## src/rtl/muldiv_pkg.sv

```systemverilog
// muldiv_pkg: shared constants and types for the multiply/divide unit.
//   - funct codes of the R-type HI/LO instructions
//   - FSM state enum and decoded operation kind enum
package muldiv_pkg;

    localparam logic [5:0] FN_MFHI  = 6'b010000;
    localparam logic [5:0] FN_MTHI  = 6'b010001;
    localparam logic [5:0] FN_MFLO  = 6'b010010;
    localparam logic [5:0] FN_MTLO  = 6'b010011;
    localparam logic [5:0] FN_MULT  = 6'b011000;
    localparam logic [5:0] FN_MULTU = 6'b011001;
    localparam logic [5:0] FN_DIV   = 6'b011010;
    localparam logic [5:0] FN_DIVU  = 6'b011011;

    typedef enum logic [1:0] {
        S_IDLE,
        S_CALC,
        S_FIX
    } state_e;

    typedef enum logic [2:0] {
        OP_NONE,
        OP_MUL,
        OP_DIV,
        OP_MTHI,
        OP_MTLO
    } op_kind_e;

endpackage

```

## src/rtl/muldiv_dec.sv

```systemverilog
// muldiv_dec: combinational funct decoder for the multiply/divide unit.
//   funct       in  6  R-type function field
//   op_kind_c   out    decoded operation kind (MFHI/MFLO and unknown -> OP_NONE)
//   is_signed_c out 1  operation treats operands as two's complement
module muldiv_dec
    import muldiv_pkg::*;
(
    input  logic [5:0] funct,
    output op_kind_e   op_kind_c,
    output logic       is_signed_c
);

    always_comb begin
        op_kind_c   = OP_NONE;
        is_signed_c = 1'b0;
        case (funct)
            FN_MULT: begin
                op_kind_c   = OP_MUL;
                is_signed_c = 1'b1;
            end
            FN_MULTU: op_kind_c = OP_MUL;
            FN_DIV: begin
                op_kind_c   = OP_DIV;
                is_signed_c = 1'b1;
            end
            FN_DIVU:          op_kind_c = OP_DIV;
            FN_MTHI:          op_kind_c = OP_MTHI;
            FN_MTLO:          op_kind_c = OP_MTLO;
            // Reads are served straight from the hi/lo ports.
            FN_MFHI, FN_MFLO: op_kind_c = OP_NONE;
            default:          op_kind_c = OP_NONE;
        endcase
    end

endmodule

```

## src/rtl/muldiv_unit.sv

```systemverilog
// muldiv_unit: iterative HI/LO multiply/divide unit, one bit per cycle.
//   clk, reset_n      clock, synchronous active-low reset
//   start, funct      issue strobe and function field
//   a, b              rs / rt operands
//   flush             cancel the in-flight operation
//   busy              high while an operation is in CALC or FIX
//   done              one-cycle pulse after hi/lo are written by mul/div
//   hi, lo            registered HI/LO
module muldiv_unit
    import muldiv_pkg::*;
#(
    parameter int unsigned WIDTH = 32
) (
    input  logic             clk,
    input  logic             reset_n,
    input  logic             start,
    input  logic [5:0]       funct,
    input  logic [WIDTH-1:0] a,
    input  logic [WIDTH-1:0] b,
    input  logic             flush,
    output logic             busy,
    output logic             done,
    output logic [WIDTH-1:0] hi,
    output logic [WIDTH-1:0] lo
);

    localparam int unsigned CNT_W = $clog2(WIDTH) + 1;
    localparam int unsigned PW    = 2 * WIDTH;

    op_kind_e dec_op_c;
    logic     dec_signed_c;

    muldiv_dec u_dec (
        .funct       (funct),
        .op_kind_c   (dec_op_c),
        .is_signed_c (dec_signed_c)
    );

    state_e           state_q, state_d;
    logic [CNT_W-1:0] cnt_q, cnt_d;
    logic [PW-1:0]    acc_q, acc_d;
    logic [WIDTH-1:0] opd_q, opd_d;
    logic             is_div_q, is_div_d;
    logic             neg_a_q, neg_a_d;
    logic             neg_b_q, neg_b_d;
    logic             busy_q, busy_d;
    logic             done_q, done_d;
    logic [WIDTH-1:0] hi_q, hi_d;
    logic [WIDTH-1:0] lo_q, lo_d;

    logic accept_c;
    logic launch_c;
    logic last_iter_c;

    assign accept_c    = (state_q == S_IDLE) && start && !flush;
    assign launch_c    = accept_c && ((dec_op_c == OP_MUL) || (dec_op_c == OP_DIV));
    assign last_iter_c = (cnt_q == CNT_W'(WIDTH - 1));

    // Operand magnitudes; the iteration itself is always unsigned.
    logic [WIDTH-1:0] a_mag_c, b_mag_c;
    assign a_mag_c = (dec_signed_c && a[WIDTH-1]) ? -a : a;
    assign b_mag_c = (dec_signed_c && b[WIDTH-1]) ? -b : b;

    // acc holds {partial product, multiplier} for mul, {remainder, dividend/quotient} for div.
    logic [WIDTH-1:0] acc_hi_c, acc_lo_c;
    logic [WIDTH:0]   add_c, rem_c, diff_c;
    assign acc_hi_c = acc_q[PW-1:WIDTH];
    assign acc_lo_c = acc_q[WIDTH-1:0];
    assign add_c    = acc_lo_c[0] ? ({1'b0, acc_hi_c} + {1'b0, opd_q}) : {1'b0, acc_hi_c};
    assign rem_c    = {acc_hi_c, acc_lo_c[WIDTH-1]};
    // Borrow lands in bit WIDTH because the shifted remainder is below twice the divisor.
    assign diff_c   = rem_c - {1'b0, opd_q};

    // Sign-corrected results; a zero divisor yields an all-ones quotient and
    // the remainder path naturally reproduces the dividend.
    logic [PW-1:0]    prod_c;
    logic [WIDTH-1:0] quo_c, rem_res_c;
    assign prod_c    = (neg_a_q ^ neg_b_q) ? -acc_q : acc_q;
    assign quo_c     = (opd_q == '0) ? '1 : ((neg_a_q ^ neg_b_q) ? -acc_lo_c : acc_lo_c);
    assign rem_res_c = neg_a_q ? -acc_hi_c : acc_hi_c;

    // State register.
    always_ff @(posedge clk) begin
        if (!reset_n) state_q <= S_IDLE;
        else          state_q <= state_d;
    end

    // Next-state logic.
    always_comb begin
        state_d = state_q;
        case (state_q)
            S_IDLE: if (launch_c) state_d = S_CALC;
            S_CALC: begin
                if (flush)            state_d = S_IDLE;
                else if (last_iter_c) state_d = S_FIX;
            end
            S_FIX:   state_d = S_IDLE;
            default: state_d = S_IDLE;
        endcase
    end

    // Operand latch and one shift-add / restoring shift-subtract step per cycle.
    always_comb begin
        cnt_d    = cnt_q;
        acc_d    = acc_q;
        opd_d    = opd_q;
        is_div_d = is_div_q;
        neg_a_d  = neg_a_q;
        neg_b_d  = neg_b_q;
        if (launch_c) begin
            cnt_d    = '0;
            acc_d    = {{WIDTH{1'b0}}, a_mag_c};
            opd_d    = b_mag_c;
            is_div_d = (dec_op_c == OP_DIV);
            neg_a_d  = dec_signed_c && a[WIDTH-1];
            neg_b_d  = dec_signed_c && b[WIDTH-1];
        end else if ((state_q == S_CALC) && !flush) begin
            cnt_d = cnt_q + CNT_W'(1);
            if (is_div_q) begin
                if (!diff_c[WIDTH]) acc_d = {diff_c[WIDTH-1:0], acc_lo_c[WIDTH-2:0], 1'b1};
                else                acc_d = {rem_c[WIDTH-1:0], acc_lo_c[WIDTH-2:0], 1'b0};
            end else begin
                acc_d = {add_c, acc_lo_c[WIDTH-1:1]};
            end
        end
    end

    // Output logic: busy/done and the HI/LO write ports.
    always_comb begin
        busy_d = (state_d != S_IDLE);
        done_d = 1'b0;
        hi_d   = hi_q;
        lo_d   = lo_q;
        if ((state_q == S_FIX) && !flush) begin
            done_d = 1'b1;
            if (is_div_q) begin
                hi_d = rem_res_c;
                lo_d = quo_c;
            end else begin
                hi_d = prod_c[PW-1:WIDTH];
                lo_d = prod_c[WIDTH-1:0];
            end
        end else if (accept_c && (dec_op_c == OP_MTHI)) begin
            hi_d = a;
        end else if (accept_c && (dec_op_c == OP_MTLO)) begin
            lo_d = a;
        end
    end

    always_ff @(posedge clk) begin
        if (!reset_n) begin
            cnt_q    <= '0;
            acc_q    <= '0;
            opd_q    <= '0;
            is_div_q <= 1'b0;
            neg_a_q  <= 1'b0;
            neg_b_q  <= 1'b0;
            busy_q   <= 1'b0;
            done_q   <= 1'b0;
            hi_q     <= '0;
            lo_q     <= '0;
        end else begin
            cnt_q    <= cnt_d;
            acc_q    <= acc_d;
            opd_q    <= opd_d;
            is_div_q <= is_div_d;
            neg_a_q  <= neg_a_d;
            neg_b_q  <= neg_b_d;
            busy_q   <= busy_d;
            done_q   <= done_d;
            hi_q     <= hi_d;
            lo_q     <= lo_d;
        end
    end

    assign busy = busy_q;
    assign done = done_q;
    assign hi   = hi_q;
    assign lo   = lo_q;

endmodule

```

## config.mk

```make
export PLATFORM = sky130hd
export DESIGN_NAME = muldiv_unit
export DESIGN_NICKNAME = d
export VERILOG_FILES = /design/src/rtl/muldiv_pkg.sv /design/src/rtl/muldiv_dec.sv /design/src/rtl/muldiv_unit.sv
export SDC_FILE = /design/constraint.sdc
export NUM_CORES = 1
export LEC_CHECK = 0
export BUFFER_PORTS_ARGS = -buffer_cell sky130_fd_sc_hd__buf_2
export CAP_MARGIN = 20
export CORE_MARGIN = 2
export CORE_UTILIZATION = 30
export CTS_CLUSTER_SIZE = 40
export DETAILED_ROUTE_END_ITERATION = 12
export GPL_TIMING_DRIVEN = 0
export SLEW_MARGIN = 0
export SYNTH_ARGS = -nofsm -noshare
export SYNTH_HDL_FRONTEND = slang
export SYNTH_SLANG_ARGS = --single-unit
```

## constraint.sdc

```tcl
create_clock -name clk -period 5.9 [get_ports clk]
set_input_delay 0.885 -clock clk [delete_from_list [all_inputs] [get_ports clk]]
set_output_delay 0.885 -clock clk [all_outputs]
set_load 0.005 [all_outputs]
```

==> results.json <==
{
  "yosysUniqueCellTypes": 81,
  "die_w_um": 223.1,
  "p_leak_nw": 7.282,
  "worstHoldPathCells": 2,
  "rr_endpoint": "acc_q[43]",
  "max_stage_delay_ps": 720,
  "arrival_ps": 4850,
  "finalCritPeriodShare_pct": 76.58,
  "cap_viol_max_count": 0,
  "hold_buffers": 0,
  "grt_max_degree": 17,
  "overflow": 0,
  "finClkSkew_ps": 21.98,
  "cp.required_ps": 6230,
  "finalHoldViolCount": 0,
  "timing.hold.ws_ps": 482.7,
  "final_common_cell": "nand2_1",
  "grt_pass1_vias": 14550,
  "crit_type": "reg2reg",
  "drive_above_1_share_pct": 10.56,
  "layout_common_cells": "nand2_1, a21oi_1, dfxtp_1, buf_2, o21ai_0",
  "min_to": "cnt_q[1]",
  "hpwl_um": 45680,
  "fin_util_pct": 34.65,
  "core_area_um2": 47550,
  "ant_nets": 0,
  "fp.dieH_um": 223.1,
  "power.density_nw_per_um2": 174.5,
  "io_pins": 140,
  "path_cells": "inv_1 -> ha_1 -> fa_1 -> nand2b_1 -> a21oi_1 -> o21ai_0 -> o21a_1 -> o2111ai_1 -> a21oi_1 -> xnor2_1 -> buf_2 -> mux2_2 -> a21oi_1 -> o21ai_0",
  "wl_per_cell_um": 21.60,
  "clock-sinks": 173,
  "critPathBufInv": 2,
  "syn_area_um2": 14400,
  "timing.rr.start": "acc_q[31]",
  "synth_compound_area_share_pct": 26.82,
  "fin_tns_setup_ps": 0,
  "slew_violations": 0,
  "max_freq_mhz": 221.3,
  "syn_avg_cell_area_um2": 7.527,
  "synth_fa_ha_area_share_pct": 6.274,
  "port_buffers": 137,
  "critPathMaxFanout": 10,
  "reg2reg_depth": 14,
  "cp-start-kind": "register",
  "synth_edf_count": 0,
  "vias": 15340,
  "hp-start": "cnt_q[1]",
  "insertion_delay_ps": 480,
  "cpMaxStageDelayCell": "xnor2_1",
  "finalSetupViolations": 0,
  "synth-simple-area-share_pct": 20.55,
  "fin_ws_ps": 1382,
  "htreeDepth": 4,
  "layout_min_cycle_time_ps": 4518,
  "cts_tree": "built",
  "use_met3_pct": 3.543,
  "cts_resized": 0,
  "critPathTopFamily": "compound AO/OA/AOI/OAI gates",
  "synth-seq-area-share_pct": 24.05,
  "slew_headroom_pct": 19.57,
  "fp-row-count": 80,
  "rrSetupSlack_ps": 1380,
  "post-cts-setup-buffer-count": 0,
  "gp_congestion": 0.9662,
  "status": "completed",
  "power_mw": 2.875,
  "ys_seq_elements": 173,
  "start_util_pct": 30.28,
  "crit_top_cell": "a21oi_1",
  "vias_per_cell": 5.684,
  "grt_usage_pct": 23.02,
  "cts_buffers": 17,
  "peakVddDrop_mv": 0.2061,
  "drt_iter0_markers": 1623,
  "grt_antenna_before_repair": 2,
  "cts.path.max_buffers": 2,
  "yosys_warnings": 0,
  "cts.clk_slew.worst_paths_ps": 80,
  "route.detailed.drc": 0,
  "cts-root-buf": "clkbuf_16",
  "synth_cells": 1913,
  "syn_to_final_growth_pct": 14.42,
  "grtUsageMet2_pct": 36.47,
  "end_kind": "register",
  "synth_nets": 2058,
  "yosys.area_share.xor_xnor_pct": 10.28,
  "diodes": 0,
  "min_path_type": "reg2reg",
  "fillers": 5087,
  "synth.area.mux_share_pct": 6.830,
  "drt_first_pass_iters": 6,
  "grt_pass1_wl_um": 87630,
  "drt-total-wl_um": 58280,
  "worst_pin_slew_ps": 1207,
  "grt_busiest_layer": "met2",
  "rsz0062_at_grt": "no",
  "synthFlopType": "dfxtp_1",
  "synth_top_family_by_area": "compound AO/OA/AOI/OAI gates",
  "fin_nets": 2215,
  "pre_cts_slack_ps": 1317,
  "synth_async_sr_flop_share_pct": 0,
  "use_met1_pct": 31.14,
  "die_area_um2": 49760
}
registers in the layout, indices dropped and copies added, names as in the netlist:
name and cells:
neg_a_q 1, state_q 2, busy 1, opd_q 32, neg_b_q 1, hi 32, done 1, is_div_q 1
acc_q 64, cnt_q 6, lo 32
routing by layer:
layer	vias up	share of wire (%)
met1	7250	45
met5	-	0
li1	7235	-
met2	722	44
met3	128	7.7
met4	0	3.7
worst max-delay path by stage:
stage / startpoint / to / depth (start not counted)
floorplan: b[8] / opd_q[30] / 10
global placement: flush / hi[10] / 10
detailed placement: flush / hi[22] / 10
CTS: acc_q[31] / acc_q[43] / 14
global route: acc_q[31] / acc_q[49] / 14
finish: acc_q[31] / acc_q[43] / 14
logic make-up after synthesis:
| group | count (synthesis) |
|---|---|
| AND/OR/NAND/NOR | 626 |
| AO/OA/AOI/OAI | 584 |
| buffers and inverters | 195 |
| flip-flops | 173 |
| XOR/XNOR | 169 |
| multiplexers | 95 |
| adder cells (fa/ha/maj) | 71 |
worst reg2reg max path: stages, from the launching register on:
cell	delay, ps
dfxtp_1	530
inv_1	120
ha_1	260
fa_1	400
nand2b_1	190
a21oi_1	200
o21ai_0	230
o21a_1	240
o2111ai_1	220
a21oi_1	180
xnor2_1	720
buf_2	480
mux2_2	380
a21oi_1	130
o21ai_0	90
final cells by class:
class	count	area (um2)	share of cell area (%)
Buffer	127	493.0	2.992
Multi-Input combinational cell	1545	10190	61.83
Timing Repair Buffer	138	689.4	4.184
Tap cell	615	769.5	4.670
Clock buffer	19	442.9	2.688
Inverter	68	255.2	1.549
Sequential cell	173	3463	21.02
Clock inverter	13	175.2	1.063
report_power, final:
| part | internal [mW] | switching, mW |
|---|---|---|
| registers | 1.17 | 0.0114 |
| clock network | 0.689 | 0.571 |
| logic | 0.151 | 0.279 |
| total | 2.01 | 0.861 |
cells in the mapped netlist, types with 11 or more instances:
| cell | count | area (um2) |
|---|---|---|
| a211oi_1 | 14 | 105.1 |
| a21o_1 | 27 | 202.7 |
| a21oi_1 | 180 | 900.9 |
| a31oi_1 | 18 | 112.6 |
| and2_1 | 16 | 100.1 |
| buf_1 | 11 | 41.29 |
| clkbuf_1 | 110 | 412.9 |
| dfxtp_1 | 173 | 3463 |
| ha_1 | 69 | 863.3 |
| inv_1 | 67 | 251.5 |
| mux2_2 | 26 | 292.8 |
| mux2i_1 | 69 | 690.7 |
| nand2_1 | 275 | 1032 |
| nand3_1 | 58 | 290.3 |
| nand4_1 | 13 | 81.33 |
| nor2_1 | 106 | 397.9 |
| nor2b_1 | 14 | 87.58 |
| nor3_1 | 42 | 210.2 |
| nor4_1 | 23 | 143.9 |
| o211a_1 | 56 | 560.5 |
| o211ai_1 | 41 | 307.8 |
| o21a_1 | 13 | 97.59 |
| o21ai_0 | 115 | 575.6 |
| o221ai_1 | 14 | 122.6 |
| o22ai_1 | 11 | 68.82 |
| o31ai_1 | 19 | 142.6 |
| or3_1 | 17 | 106.4 |
| xnor2_1 | 73 | 639.4 |
| xor2_1 | 96 | 840.8 |
per-stage QoR:
| stage | area [um2] | instances |
|---|---|---|
| after CTS | 16480 | 2698 |
| final | 16480 | 2698 |
| after global placement | 15850 | 2665 |
| after floorplan | 14400 | 1913 |
| after global routing | 16480 | 2698 |
| after detailed placement | 15860 | 2666 |
(Power assumes the default switching activity.)
